$ cat config.mk
export PLATFORM = sky130hd
export DESIGN_NAME = uart_tx_fifo_bridge
export DESIGN_NICKNAME = d
export VERILOG_FILES = /design/src/rtl/uart_tx_fifo_bridge.sv
export SDC_FILE = /design/constraint.sdc
export NUM_CORES = 1
export LEC_CHECK = 0
export ABC_CLOCK_PERIOD_IN_PS = 2400
export CAP_MARGIN = 25
export CORE_MARGIN = 3
export CORE_UTILIZATION = 25
export DETAILED_ROUTE_END_ITERATION = 12
export GPL_ROUTABILITY_DRIVEN = 0
export MAX_ROUTING_LAYER = met4
export PLACE_DENSITY = 0.42
export SYNTH_ARGS = -nofsm -noshare
export SYNTH_HDL_FRONTEND = slang
export SYNTH_SLANG_ARGS = --single-unit
export TNS_END_PERCENT = 1
$ cat constraint.sdc
create_clock -name clk -period 2.4 [get_ports clk]
set_input_delay 0.36 -clock clk [delete_from_list [all_inputs] [get_ports clk]]
set_output_delay 0.36 -clock clk [all_outputs]
set_load 0.1 [all_outputs]
$ cat src/rtl/uart_tx_fifo_bridge.sv
`default_nettype none
// ============================================================================
// Module  : uart_tx_fifo_bridge
// Purpose : Buffers uart_rx byte strobes in a FIFO and launches them one at a
//           time into uart_tx. Optional counters: UART_BRIDGE_STATS_EN.
// Revision: 1.0
// ============================================================================
module uart_tx_fifo_bridge #(
  parameter int DEPTH  = 16,
  parameter int ADDR_W = 4,
  parameter int DATA_W = 8
) (
  input  logic              clk,
  input  logic              rst,
  input  logic              in_valid,
  input  logic [DATA_W-1:0] in_data,
  input  logic              tx_active,
  input  logic              tx_done,
  output logic              tx_dv,
  output logic [DATA_W-1:0] tx_byte,
  output logic [ADDR_W:0]   fifo_count,
  output logic              empty,
  output logic              full,
  output logic              overflow
`ifdef UART_BRIDGE_STATS_EN
  ,
  output logic [15:0]       drop_count,
  output logic [15:0]       tx_count
`endif
);

  localparam logic [ADDR_W:0] c_full_count = (ADDR_W+1)'(DEPTH);

  typedef enum logic [0:0] {
    IDLE      = 1'b0,
    WAIT_DONE = 1'b1
  } state_t;

  state_t              state_q, state_d;
  logic [ADDR_W-1:0]   wr_ptr_q, wr_ptr_d;
  logic [ADDR_W-1:0]   rd_ptr_q, rd_ptr_d;
  logic [ADDR_W:0]     count_q, count_d;
  logic                empty_q, empty_d;
  logic                full_q, full_d;
  logic                overflow_q, overflow_d;
  logic                tx_dv_q, tx_dv_d;
  logic [DATA_W-1:0]   tx_byte_q, tx_byte_d;
  logic [DATA_W-1:0]   mem_q [DEPTH];
  logic                push, drop, launch;

  // Full is judged on the pre-edge occupancy, so a same-edge pop never rescues a byte.
  always_comb begin
    push       = in_valid && !full_q;
    drop       = in_valid && full_q;
    launch     = 1'b0;
    state_d    = state_q;
    tx_dv_d    = 1'b0;
    tx_byte_d  = tx_byte_q;
    rd_ptr_d   = rd_ptr_q;
    wr_ptr_d   = wr_ptr_q + ADDR_W'(push);
    overflow_d = overflow_q || drop;

    case (state_q)
      IDLE: begin
        if (!empty_q && !tx_active) begin
          launch    = 1'b1;
          tx_byte_d = mem_q[rd_ptr_q];
          tx_dv_d   = 1'b1;
          rd_ptr_d  = rd_ptr_q + ADDR_W'(1);
          state_d   = WAIT_DONE;
        end
      end
      WAIT_DONE: begin
        if (tx_done) begin
          state_d = IDLE;
        end
      end
      default: state_d = IDLE;
    endcase

    count_d = count_q + (ADDR_W+1)'(push) - (ADDR_W+1)'(launch);
    empty_d = (count_d == '0);
    full_d  = (count_d == c_full_count);
  end

  always_ff @(posedge clk) begin
    if (push) begin
      mem_q[wr_ptr_q] <= in_data;
    end
  end

  always_ff @(posedge clk) begin
    if (rst) begin
      state_q    <= IDLE;
      wr_ptr_q   <= '0;
      rd_ptr_q   <= '0;
      count_q    <= '0;
      empty_q    <= 1'b1;
      full_q     <= 1'b0;
      overflow_q <= 1'b0;
      tx_dv_q    <= 1'b0;
      tx_byte_q  <= '0;
    end else begin
      state_q    <= state_d;
      wr_ptr_q   <= wr_ptr_d;
      rd_ptr_q   <= rd_ptr_d;
      count_q    <= count_d;
      empty_q    <= empty_d;
      full_q     <= full_d;
      overflow_q <= overflow_d;
      tx_dv_q    <= tx_dv_d;
      tx_byte_q  <= tx_byte_d;
    end
  end

  assign tx_dv      = tx_dv_q;
  assign tx_byte    = tx_byte_q;
  assign fifo_count = count_q;
  assign empty      = empty_q;
  assign full       = full_q;
  assign overflow   = overflow_q;

`ifdef UART_BRIDGE_STATS_EN
  logic [15:0] drop_count_q, drop_count_d;
  logic [15:0] tx_count_q, tx_count_d;

  // Drops saturate; launches wrap.
  always_comb begin
    drop_count_d = drop_count_q;
    if (drop && (drop_count_q != 16'hFFFF)) begin
      drop_count_d = drop_count_q + 16'd1;
    end
    tx_count_d = tx_count_q + 16'(launch);
  end

  always_ff @(posedge clk) begin
    if (rst) begin
      drop_count_q <= '0;
      tx_count_q   <= '0;
    end else begin
      drop_count_q <= drop_count_d;
      tx_count_q   <= tx_count_d;
    end
  end

  assign drop_count = drop_count_q;
  assign tx_count   = tx_count_q;
`endif

endmodule
`default_nettype wire
==> out/results.ini <==
[clock_network]
numCtsBuffers=17
clk_latency_ns=0.42
clock_path_buffers=2
cts_max_level=4
numClockSinks=154
cts_root_buffer=clkbuf_16
clkSlewWorstSetupHoldPaths_ns=0.06
cts_tree=yes
postCtsHoldBufs=0

[routing]
drtAntennaViolNets=0
vias=3106
totalWireLength_um=13400
wire_per_inst_um=18.7
dr.first_iter.drc_count=232
first_pass_iters=5
via_per_inst=4.34
drc=0

[timing]
holdWs_ns=0.475
fmax_mhz=435
rsz0062_at_grt=yes
post-route-period-util_pct=95.9
finalHoldViolCount=0
worstMarginPinSlew_ns=0.635
fin_crit_ns=2.30
setup_viol=0
relSlewSlack_pct=57.5
finClkSkew_ns=0.00800
timing.final.ws_setup_ns=0.0992
drv_slew=0

[global_route]
grt_antenna_before_repair=0
grt_pass1_wl_um=20200
grtUsageTotal_pct=11.1
grt_pass1_vias=3178
grt_max_degree=36
grt-ovfl-total=0

[finish]
area_growth_syn_to_layout_pct=23.0
fill_cells=2295
multi_input_area_mm2=0.00166
antenna_cells=0
nets=406
ff_latch_area_mm2=0.00437
postLayoutCellArea_mm2=0.00752
drive_above_1_share_pct=24.7
fin_cells=715

[synthesis]
seq_area_frac_synth_pct=71.4
synth.mux.area_fraction_pct=16.1
synth-simple-area-share_pct=5.01
synth_area_mm2=0.00611
ys_ff_latch=154
synth_top_family_by_area=multiplexers
synth_compound_area_share_pct=1.94
avgSynthCellArea_um2=19.3
yosys.area.top_type_share_pct=62.9
synthAdderAreaFrac_pct=1.96
synth_cell_types=32
synth_xor_area_share_pct=1.43
syn_inst=317
synth_nets=339
ys_warn_count=0
synth_top_area_cell=edfxtp_1
ys_top_cells_by_area=edfxtp_1 63%, mux4_1 12%, dfxtp_1 8.5%, mux2i_1 2.6%, mux4_2 1.8%

[placement]
dp_cells=682
portBuffers=29
dp_slack_ns=-0.329
dpl_cell_area_mm2=0.00693
dp_hpwl_um=8590

[power_and_ir_drop]
p_sw_mw=2.29
power_mw=7.39
clkPwrFrac_pct=33.0
p_leak_nw=2.51
swShare_pct=31.0
p_comb_share_pct=24.0
p_per_area_mw_per_mm2=982
peakVddDrop_v=0.000612
power.internal_mw=5.10
p_seq_share_pct=43.0

[critical_path]
path_max_fanout=3
critical_path_arrival_ns=2.62
required_ns=2.71
r2r_cells=10
critPathCaptureType=flop
cp-start-kind=flop
path_class=reg -> reg

[floorplan]
core_area_mm2=0.0238
dieArea_mm2=0.0264
num_rows=56
start_util_pct=25.7
ios=30
die_x_um=162
die_y_um=162

[outcome]
status=completed

[worst_hold_path]
hold_depth=2
holdCritPathClass=reg -> reg

[flow_run]
maxCapViolations=0

synthesized netlist by cell type:
library cell,n
edfxtp_1,128
mux4_1,27
dfxtp_1,26
nor2_1,22
mux2i_1,16
nand3b_1,10
ha_1,8
o221ai_1,8
inv_1,6
xor2_1,6
a21oi_1,5
buf_2,5
clkbuf_1,5
mux4_2,5
nand2_1,5
nor2b_1,5
nor3_1,5
nand2b_1,4
xnor2_1,4
a21o_1,2
buf_6,2
nand3_1,2
or3_1,2
a31o_2,1
buf_12,1
buf_4,1
buf_8,1
clkinv_1,1
fa_1,1
nand4_1,1
nor4b_1,1
or3_4,1
cells in the final DEF (no fill, tap or decap), types with 6 or more instances in the layout:
cell type / n
nand3b_1: 10
mux2i_1: 16
clkbuf_16: 17
ha_1: 6
mux4_1: 27
clkdlybuf4s50_1: 11
buf_4: 49
o221ai_1: 8
edfxtp_1: 128
dfxtp_1: 22
xor2_1: 6
nor2_1: 22
repair_timing:
item                       4_1_cts  5_1_grt
gates resized for setup          0        9
setup endpoints to repair        0        2
setup buffers                    0        2
sequential cells by signal, indices dropped and copies added (netlist names):
| register | cells |
|---|---|
| tx_dv | 1 |
| mem_q | 128 |
| wr_ptr_q | 4 |
| empty | 1 |
| overflow | 1 |
| rd_ptr_q | 4 |
| state_q | 1 |
| fifo_count | 5 |
| tx_byte | 8 |
| full | 1 |
layout make-up:
type                    instances  area share [%]
clock buffers                  18            5.70
repair buffers                 63            7.05
flip-flops and latches        154            58.1
inverters                       7           0.383
clock inverters                13            1.38
multi-input cells             141            22.1
well taps                     319            5.31
critical path: stages (launching register included):
cell and delay, ns:
dfxtp_2 0.31, or3_4 0.40, inv_4 0.08, ha_4 0.12
inv_2 0.04, ha_4 0.15, fa_2 0.37, a21o_1 0.19
a21oi_2 0.16, xnor2_2 0.12, nor4b_2 0.27
per-layer routing:
metal  part of all wire, %  track usage (%)  routed length (um)
met1                    48             15.2                6440
met5                     0                -                   0
met3                   4.3             2.87                 570
met2                    46             16.0                6140
met4                   1.7             3.84                 221
power by group through the flow:
stage,logic [mW],clock network (mW),registers (mW)
detailed placement,1.66,0,3.24
global placement,1.64,0,3.23
floorplan,0.698,0,3.75
global route,1.89,2.64,3.20
CTS,1.67,2.51,3.18
finish,1.77,2.44,3.18
path summary, 6_finish.rpt:
kind         slack, ns    start  endpoint
min reg2reg       0.47  state_q   state_q
max                0.1  state_q      full
max reg2reg        0.1  state_q      full
min               0.47  state_q   state_q
per-stage QoR:
stage          setup TNS [ns]  utilization, %
3_3_place_gp           -0.648            29.2
3_5_place_dp           -0.834            29.2
2_1_floorplan               0               -
4_1_cts                     0            31.4
6_report                    0            31.7
5_1_grt               -0.0267            31.7
cell families (layout without fill, tap and decap cells):
group | after synthesis | in the layout
simple gates | 58 | 58
xor+xnor | 10 | 10
mux | 48 | 48
compound gates | 16 | 16
buf+inv | 22 | 101
flops | 154 | 154
fa+ha+maj | 9 | 9
(Power assumes the default switching activity.)
